$ cat src/rtl/periferico_pkg.sv
// Shared definitions for the periferico receive FIFO.
//   FifoWidth  : default data word width
//   StatsWidth : width of the optional stalled-handshake counter
//   hs_state_e : CPU send/ack handshake states
package periferico_pkg;

  localparam int unsigned FifoWidth  = 4;
  localparam int unsigned StatsWidth = 8;

  typedef enum logic {
    StIdle = 1'b0,
    StAck  = 1'b1
  } hs_state_e;

endpackage

$ cat src/rtl/periferico_fifo_if.sv
// Bus bundle for periferico_fifo.
//   in_send / in_dados / out_ack        : CPU four-phase send/ack bus
//   out_valid / out_dados / out_ready   : downstream valid/ready consumer port
// Modports: slave = FIFO side, master = driver/consumer side.
interface periferico_fifo_if
  import periferico_pkg::*;
#(
  parameter int unsigned WIDTH = FifoWidth
) ();

  logic             in_send;
  logic [WIDTH-1:0] in_dados;
  logic             out_ack;
  logic             out_valid;
  logic [WIDTH-1:0] out_dados;
  logic             out_ready;

  modport slave (
    input  in_send,
    input  in_dados,
    input  out_ready,
    output out_ack,
    output out_valid,
    output out_dados
  );

  modport master (
    output in_send,
    output in_dados,
    output out_ready,
    input  out_ack,
    input  out_valid,
    input  out_dados
  );

endinterface

$ cat src/rtl/periferico_fifo_mem.sv
// Storage, pointers and occupancy count for the periferico receive FIFO.
//   clk_i, rst_i          : clock, synchronous active-high reset
//   wr_en_i, wr_data_i    : push request (ignored when full)
//   rd_en_i, rd_data_o    : pop request (ignored when empty), fall-through head word
//   count_o, full_o, empty_o : occupancy
// Memory contents are not reset; only pointers and count are.
module periferico_fifo_mem
  import periferico_pkg::*;
#(
  parameter int unsigned Width = FifoWidth,
  parameter int unsigned Depth = 4,
  localparam int unsigned PtrW = $clog2(Depth),
  localparam int unsigned CntW = PtrW + 1
) (
  input  logic             clk_i,
  input  logic             rst_i,
  input  logic             wr_en_i,
  input  logic [Width-1:0] wr_data_i,
  input  logic             rd_en_i,
  output logic [Width-1:0] rd_data_o,
  output logic [CntW-1:0]  count_o,
  output logic             full_o,
  output logic             empty_o
);

  logic [Width-1:0] mem_q [Depth];
  logic [PtrW-1:0]  wr_ptr_q, wr_ptr_d;
  logic [PtrW-1:0]  rd_ptr_q, rd_ptr_d;
  logic [CntW-1:0]  count_q, count_d;
  logic             wr_ok, rd_ok;

  assign full_o  = (count_q == CntW'(Depth));
  assign empty_o = (count_q == '0);
  assign wr_ok   = wr_en_i & ~full_o;
  assign rd_ok   = rd_en_i & ~empty_o;

  // Depth is a power of two, so pointer increments wrap naturally.
  always_comb begin
    wr_ptr_d = wr_ptr_q;
    rd_ptr_d = rd_ptr_q;
    count_d  = count_q;
    if (wr_ok) wr_ptr_d = wr_ptr_q + PtrW'(1);
    if (rd_ok) rd_ptr_d = rd_ptr_q + PtrW'(1);
    unique case ({wr_ok, rd_ok})
      2'b10:   count_d = count_q + CntW'(1);
      2'b01:   count_d = count_q - CntW'(1);
      default: count_d = count_q;
    endcase
  end

  always_ff @(posedge clk_i) begin
    if (rst_i) begin
      wr_ptr_q <= '0;
      rd_ptr_q <= '0;
      count_q  <= '0;
    end else begin
      wr_ptr_q <= wr_ptr_d;
      rd_ptr_q <= rd_ptr_d;
      count_q  <= count_d;
    end
  end

  always_ff @(posedge clk_i) begin
    if (wr_ok) mem_q[wr_ptr_q] <= wr_data_i;
  end

  assign rd_data_o = mem_q[rd_ptr_q];
  assign count_o   = count_q;

endmodule

$ cat src/rtl/periferico_fifo.sv
// Receive-side buffer: completes the CPU send/ack handshake, queues each word
// and presents it first-word-fall-through on a valid/ready port.
//   fifo_clock, fifo_reset : clock, synchronous active-high reset
//   bus (slave)            : in_send/in_dados/out_ack and out_valid/out_dados/out_ready
//   fifo_count             : number of stored words
//   fifo_drop_cycles       : only with PERIFERICO_FIFO_STATS_EN; saturating count of
//                            cycles a send waited in IDLE because the FIFO was full
module periferico_fifo
  import periferico_pkg::*;
#(
  parameter int unsigned WIDTH = FifoWidth,
  parameter int unsigned DEPTH = 4
) (
  input  logic                    fifo_clock,
  input  logic                    fifo_reset,
  periferico_fifo_if.slave        bus,
  output logic [$clog2(DEPTH):0]  fifo_count
`ifdef PERIFERICO_FIFO_STATS_EN
  ,
  output logic [StatsWidth-1:0]   fifo_drop_cycles
`endif
);

  hs_state_e state_q, state_d;
  logic      wr_en;
  logic      full, empty;

  periferico_fifo_mem #(
    .Width (WIDTH),
    .Depth (DEPTH)
  ) u_mem (
    .clk_i     (fifo_clock),
    .rst_i     (fifo_reset),
    .wr_en_i   (wr_en),
    .wr_data_i (bus.in_dados),
    .rd_en_i   (bus.out_ready),
    .rd_data_o (bus.out_dados),
    .count_o   (fifo_count),
    .full_o    (full),
    .empty_o   (empty)
  );

  always_ff @(posedge fifo_clock) begin
    if (fifo_reset) state_q <= StIdle;
    else            state_q <= state_d;
  end

  // Full is judged on the current count only; a same-cycle read does not free a slot.
  always_comb begin
    state_d = state_q;
    unique case (state_q)
      StIdle:  if (bus.in_send && !full) state_d = StAck;
      StAck:   if (!bus.in_send)         state_d = StIdle;
      default: state_d = StIdle;
    endcase
  end

  // Exactly one write per handshake: only the IDLE->ACK edge writes.
  always_comb begin
    wr_en       = (state_q == StIdle) && bus.in_send && !full;
    bus.out_ack = (state_q == StAck);
  end

  assign bus.out_valid = ~empty;

`ifdef PERIFERICO_FIFO_STATS_EN
  logic [StatsWidth-1:0] drop_cnt_q, drop_cnt_d;
  logic                  stalled;

  assign stalled = (state_q == StIdle) && bus.in_send && full;

  always_comb begin
    drop_cnt_d = drop_cnt_q;
    if (stalled && (drop_cnt_q != '1)) drop_cnt_d = drop_cnt_q + StatsWidth'(1);
  end

  always_ff @(posedge fifo_clock) begin
    if (fifo_reset) drop_cnt_q <= '0;
    else            drop_cnt_q <= drop_cnt_d;
  end

  assign fifo_drop_cycles = drop_cnt_q;
`endif

endmodule

$ cat src/flat_wrapper.sv
// flat-port wrapper written by rule: the top's interface ports become plain ports
module periferico_fifo_flat import periferico_pkg::*;
#(
  parameter int unsigned WIDTH = FifoWidth,
  parameter int unsigned DEPTH = 4
)
  (fifo_clock, fifo_reset, fifo_count, bus_in_send, bus_in_dados, bus_out_ready, bus_out_ack, bus_out_valid, bus_out_dados);
  periferico_fifo_if #(.WIDTH(WIDTH)) bus_i ();
  input  logic fifo_clock;
  input  logic fifo_reset;
  output logic [$clog2(DEPTH):0] fifo_count;
  input wire logic [$bits(bus_i.in_send)-1:0] bus_in_send;
  input wire logic [$bits(bus_i.in_dados)-1:0] bus_in_dados;
  input wire logic [$bits(bus_i.out_ready)-1:0] bus_out_ready;
  output wire logic [$bits(bus_i.out_ack)-1:0] bus_out_ack;
  output wire logic [$bits(bus_i.out_valid)-1:0] bus_out_valid;
  output wire logic [$bits(bus_i.out_dados)-1:0] bus_out_dados;
  assign bus_i.in_send = bus_in_send;
  assign bus_i.in_dados = bus_in_dados;
  assign bus_i.out_ready = bus_out_ready;
  assign bus_out_ack = bus_i.out_ack;
  assign bus_out_valid = bus_i.out_valid;
  assign bus_out_dados = bus_i.out_dados;
  periferico_fifo #(.WIDTH(WIDTH), .DEPTH(DEPTH)) u_core (.fifo_clock(fifo_clock), .fifo_reset(fifo_reset), .bus(bus_i), .fifo_count(fifo_count));
endmodule
$ cat config.mk
export PLATFORM = sky130hd
export DESIGN_NAME = periferico_fifo_flat
export DESIGN_NICKNAME = d
export VERILOG_FILES = /design/src/rtl/periferico_pkg.sv /design/src/rtl/periferico_fifo_if.sv /design/src/rtl/periferico_fifo_mem.sv /design/src/rtl/periferico_fifo.sv /design/src/flat_wrapper.sv
export SDC_FILE = /design/constraint.sdc
export NUM_CORES = 1
export LEC_CHECK = 0
export ABC_AREA = 1
export ABC_CLOCK_PERIOD_IN_PS = 1700
export CORE_MARGIN = 1
export CORE_UTILIZATION = 40
export DETAILED_ROUTE_END_ITERATION = 12
export PLACE_DENSITY_LB_ADDON = 0.3
export SYNTH_ARGS = -nofsm -noshare
export SYNTH_HDL_FRONTEND = slang
export SYNTH_SLANG_ARGS = --single-unit
export TNS_END_PERCENT = 20
$ cat constraint.sdc
create_clock -name fifo_clock -period 1.7 [get_ports fifo_clock]
set_input_delay 0.34 -clock fifo_clock [delete_from_list [all_inputs] [get_ports fifo_clock]]
set_output_delay 0.34 -clock fifo_clock [all_outputs]
set_load 0.05 [all_outputs]
==> results of run 1 <==
-- synthesized netlist by cell type --
| cell | count |
|---|---|
| nand2_2 | 3 |
| nand3b_1 | 1 |
| clkinv_2 | 1 |
| fa_1 | 1 |
| ha_1 | 5 |
| o21ai_0 | 7 |
| inv_2 | 4 |
| nand3_1 | 3 |
| a21oi_2 | 2 |
| nor2_1 | 19 |
| o21ai_1 | 4 |
| inv_4 | 1 |
| nand3_4 | 2 |
| o22ai_1 | 4 |
| nor2_4 | 1 |
| and2_1 | 1 |
| dfxtp_1 | 10 |
| a21oi_1 | 4 |
| buf_4 | 1 |
| edfxtp_1 | 16 |
| inv_1 | 13 |
| nand2_1 | 8 |
| nand4_1 | 1 |
-- layout make-up --
cell class	instances	area (um2)	area share, %
Multi-Input combinational cell	66	437	27.5
Tap cell	31	38.8	2.44
Timing Repair Buffer	26	275	17.4
Clock inverter	1	30.0	1.89
Inverter	19	85.1	5.36
Clock buffer	3	22.5	1.42
Sequential cell	26	698	44.0
-- critical path, delay by kind of cell (launching register included) --
family                 cells  cell delay, ns
DFF                        1            0.41
and+or+nand+nor            1            0.05
AOI/OAI and AO/OA          1            0.25
buffers and inverters      2            0.28
-- registers in the layout (all words and copies together), names as in the netlist, named ones only --
register               flops
u_core.u_mem.mem_q        16
u_core.u_mem.rd_ptr_q      2
u_core.bus.out_ack         1
u_core.u_mem.count_o       3
u_core.u_mem.wr_ptr_q      2
-- power breakdown --
part	internal [uW]	total, uW	switching, uW
combinational	581	1360	778
sequential	792	895	103
clock	238	409	171
total	1610	2660	1050
-- cells by family (layout without fill, tap and decap cells) --
kind of cell,count (synthesis),after routing
simple gates,39,39
flops,26,26
buf+inv,20,49
compound gates,21,21
fa+ha+maj,6,6
-- per-stage QoR --
stage / cells / utilization (%)
floorplan: 112 / -
global placement: 166 / 54.3
detailed placement: 166 / 54.3
CTS: 170 / 56.5
global route: 172 / 57.5
finish: 172 / 57.5
-- cells in the final DEF, fill, tap and decap left out, types with 2 or more instances in the layout --
cell             Yosys  layout
clkbuf_4             0       3
nor2_1              19      19
o22ai_2              0       2
nand2_2              3       2
a21oi_1              4       4
inv_4                1       3
clkdlybuf4s50_1      0       7
ha_1                 5       4
dfxtp_2              0       2
dfxtp_4              0       4
buf_4                1      14
o21ai_0              7       6
nand2_1              8       8
dfxtp_1             10       4
buf_12               0       5
nand3_4              2       2
o22ai_1              4       2
edfxtp_1            16      16
o21ai_1              4       5
inv_1               13      13
a21oi_2              2       2
nand3_1              3       3
-- per-layer routing --
metal	vias to the layer above	GRT usage (%)	part of all wire, %
li1	428	-	-
met4	0	5.23	0.79
met3	2	2.33	2.8
met2	12	26.9	55
met1	384	16.0	42
met5	-	0	0
-- what timing repair did --
item	in CTS	in global routing
setup endpoints to repair	4	5
pin swaps	0	0
gates resized for setup	3	4
buffers inserted	0	2
-- how the worst max path moves through the flow --
stage,from,to,slack [ns],cells past startpoint
final,register,bus_out_dados[2],0.07,4
after detailed placement,bus_in_send,u_core.u_mem.count_o[2]$_SDFFE_PP0P_,-0.23,13
after floorplan,u_core.u_mem.count_o[0]$_SDFFE_PP0P_,u_core.u_mem.count_o[2]$_SDFFE_PP0P_,-0.06,12
after global placement,bus_in_send,u_core.u_mem.count_o[2]$_SDFFE_PP0P_,-0.17,13
after global routing,register,bus_out_dados[2],-0.02,3
after CTS,register,bus_out_dados[2],0.03,3
==> metrics, run 1 <==
Worst Tran Pin Value 0.266 ns; DRT Pass-1 Iters 4; Synth Area in XOR/XNOR 0%; largest net degree at the start of global routing 16; Setup crit start kind register; synth warn 0; slowest stage cell, crit path dfxtp_4; Via density 4.80; R2R Path Start u_core.u_mem.count_o[2]$_SDFFE_PP0P_; Pwr Density 1680 nW/um2; post-synthesis simple-gate area fraction 17.3%; initial antenna violation count 0; CTS sink cnt 26; Critical R2R Capture u_core.u_mem.count_o[2]$_SDFFE_PP0P_; placed cell area 1500 um2; CP endpoint kind output pin; Clock transition at path regs 0.14 ns; largest family of logic cells by synthesized area simple AND/OR/NAND/NOR gates; mapped cell area 1160 um2; area delta synth->final 36.2%; fin crit share 96.1%; PortBufs 16; Avg WL per Cell 11.8 um; Worst IR Drop VDD 1210 uV; vias in the first global route 832; drt total wl 2.03 mm; relative slew slack 82.5%; H-tree Lvls 1; RSZ-0062 raised after global routing yes; critical path type register to output pin; Crit path required time 1.36 ns; die area 3130 um2; fmax 612 MHz; sequential-to-total area share from yosys stat 58.4%; mux contribution to synthesized area 0%; fill cell count 220; final-stage net count 156; top cell type's share of synthesized area 41.2%; IO Pins 17; die height 56.0 um; Adder-Cell Fraction of Synth Area 7.09%; ANT nets after route 0; routability cong. 0.679; hold_buf cts 0; final worst slack 0.0665 ns; WHS 0.513 ns; Crit path arrival time 1.29 ns; final hold vios 0; share of layout cells above drive strength 1 34.0%; pre-CTS setup slack -0.227 ns; via count 826; CTS tree yes; Leak 0.000650 uW; Final Skew 0.00816 ns; Syn Inst Count 112; row count 19; Compound-Gate Fraction of Synth Area 10.1%; Final Slew Violations 0; max-cap violation count 0; gr usage total 14.3%; DRC viols 0; largest fanout on the critical path 9; Synth area leaders edfxtp_1 (41%), dfxtp_1 (17%), nor2_1 (6.1%); DRT iter0 DRCs 12; Finished Cell Area 1590 um2; first-pass GRT wire length 3.50 mm; syn_area_per_cell 10.4 um2; crit path time final 1.63 ns; WHS Path Cells 2; Netlist cell types 23; final setup fails 0; Hold Crit Class register to register; Clock Tree Buf Depth 2; setup_tns 0 ns; total grt overflow 0; setup slack, reg-to-reg 0.14 ns; area leader, netlist edfxtp_1; root buffer cell clkbuf_4; worst stage delay on the critical path 0.41 ns; Final HPWL DP 1.61 mm; clk_lat worst skew 0.31 ns; total CTS buffers 3; total power 2660 uW; core region area 2760 um2; status completed; Die W 56.0 um; Syn Nets 126; FF+latch count, synth 26; launch point of the worst hold path u_core.u_mem.rd_ptr_q[0]$_SDFFE_PP0P_; Reg2Reg Depth 12; Cell Chain, Critical Path inv_4 -> nor2_1 -> o22ai_1 -> buf_12; initial core utilization 42.2%; ANT cells 0
Note: power is estimated with default switching activity, not from simulation.
==> inputs of run 2 (changes only) <==
--- a/config.mk
+++ b/config.mk
@@ -10,7 +10,7 @@
 export CORE_MARGIN = 1
 export CORE_UTILIZATION = 40
 export DETAILED_ROUTE_END_ITERATION = 12
-export PLACE_DENSITY_LB_ADDON = 0.3
+export PLACE_DENSITY = 0.65
 export SYNTH_ARGS = -nofsm -noshare
 export SYNTH_HDL_FRONTEND = slang
 export SYNTH_SLANG_ARGS = --single-unit
==> run 2 against run 1 <==
Compared with the run above: fmax fell by 1.8%; core utilization fell by 0.59 points; total power fell by 0.17%; setup slack got worse by 0.030 ns; combinational power barely moved; wire length rose by 3.6%; register-to-register slack got worse by 0.05 ns; critical path type unchanged.
==> metrics, run 2 (synthesized netlist as in run 1, its figures left out) <==
status completed; final-stage net count 153; clk_lat worst skew 0.32 ns; die area 3130 um2; via count 828; initial antenna violation count 0; Hold Crit Class register to register; PortBufs 16; final setup fails 0; Avg WL per Cell 12.4 um; crit path time final 1.66 ns; Worst Tran Pin Value 0.275 ns; ANT cells 0; RSZ-0062 raised after global routing yes; DRT Pass-1 Iters 4; Clock transition at path regs 0.15 ns; Min-Delay Endpoint u_core.u_mem.rd_ptr_q[0]$_SDFFE_PP0P_; gr usage total 15.2%; max FFs per register 16; Final Slew Violations 0; ANT nets after route 0; R2R Path Start u_core.u_mem.count_o[0]$_SDFFE_PP0P_; Worst IR Drop VDD 1360 uV; root buffer cell clkbuf_4; Setup crit start kind register; CTS sink cnt 26; setup slack, reg-to-reg 0.09 ns; Final Skew 0.0111 ns; setup_tns 0 ns; Crit path arrival time 1.32 ns; area delta synth->final 34.8%; DRT iter0 DRCs 17; Reg2Reg Depth 12; Critical R2R Capture u_core.u_mem.count_o[2]$_SDFFE_PP0P_; row count 19; die height 56.0 um; final hold vios 0; total grt overflow 0; CTS tree yes; Biggest register u_core.u_mem.mem_q; vias in the first global route 836; largest net degree at the start of global routing 16; total CTS buffers 3; initial core utilization 42.2%; fin crit share 97.9%; Die W 56.0 um; commonest non-fill, non-tap cells in the layout nor2_1 (19), edfxtp_1 (16), inv_1 (13), buf_4 (11), nand2_1 (8); drt total wl 2.10 mm; total power 2660 uW; first-pass GRT wire length 3.71 mm; CP endpoint kind output pin; critical path type register to output pin; Clock Tree Buf Depth 2; Via density 4.90; Leak 0.000639 uW; core region area 2760 um2; launch point of the worst hold path u_core.u_mem.rd_ptr_q[0]$_SDFFE_PP0P_; Crit path required time 1.36 ns; relative slew slack 81.9%; Post CTS Setup Buffer Count 0; max-cap violation count 0; DRC viols 0; H-tree Lvls 1; WHS Path Cells 2; IO Pins 17; Pwr Density 1690 nW/um2; routability cong. 0.732; Final HPWL DP 1.57 mm; fmax 601 MHz; commonest non-fill, non-tap cell in the layout nor2_1; largest fanout on the critical path 9; share of layout cells above drive strength 1 33.3%
[run 2: changes by cell type in the layout (fill, tap and decap cells not counted)]
cell     change
buf_4        -3
o21ai_0      +1
o21ai_1      -1
o22ai_1      -1
o22ai_2      +1
[run 2: worst max path at each step]
stage / start / endpoint / slack, ns / cells after the start
after global placement: bus_out_ready / u_core.u_mem.count_o[2]$_SDFFE_PP0P_ / -0.24 / 11
after detailed placement: bus_out_ready / u_core.u_mem.count_o[2]$_SDFFE_PP0P_ / -0.26 / 11
after floorplan: u_core.u_mem.count_o[0]$_SDFFE_PP0P_ / u_core.u_mem.count_o[2]$_SDFFE_PP0P_ / -0.06 / 12
after global routing: register / bus_out_dados[0] / -0.02 / 4
final: register / bus_out_dados[0] / 0.04 / 4
after CTS: register / bus_out_dados[0] / 0.006 / 3
[run 2: power by group]
group	total [uW]	switching, uW	internal (uW)
logic	1340	775	566
registers	895	103	792
clock network	423	185	238
total	2660	1060	1600
[run 2: metrics by stage]
stage	area (um2)	cells	worst slack (ns)	util, %	hold WS (ns)
after floorplan	1200	112	-0.0617	-	0.439
after CTS	1550	169	0.00641	56.3	0.519
after global routing	1570	169	-0.0242	56.9	0.553
after detailed placement	1490	165	-0.264	54.0	0.486
final	1570	169	0.0363	56.9	0.511
after global placement	1490	165	-0.236	54.0	0.466
[run 2: layout make-up]
cell class                 count  area [um2]
fill                         247        1190
sequential                    26         698
multi-input combinational     66         443
timing repair buffer          23         253
inverter                      19        85.1
tap                           31        38.8
clock inverter                 1        30.0
clock buffer                   3        22.5
[run 2: critical path: stages (launching register included)]
cell,delay (ns)
dfxtp_4,0.41
inv_4,0.10
nor2_1,0.06
o22ai_1,0.26
buf_12,0.18
[run 2: timing repair]
| action | 4_1_cts | 5_1_grt |
|---|---|---|
| hold buffers | 0 | 0 |
| gates resized for setup | 3 | 4 |
| endpoints found under the setup margin | 4 | 5 |
| pin swaps | 0 | 0 |
[run 2: routing by layer]
metal / up-vias / global-route usage [%] / part of all wire, %
met5: - / 0 / 0
met4: 0 / 6.27 / 1.4
met3: 4 / 3.02 / 3.7
met2: 14 / 26.4 / 51
met1: 387 / 18.4 / 44
li1: 423 / - / -
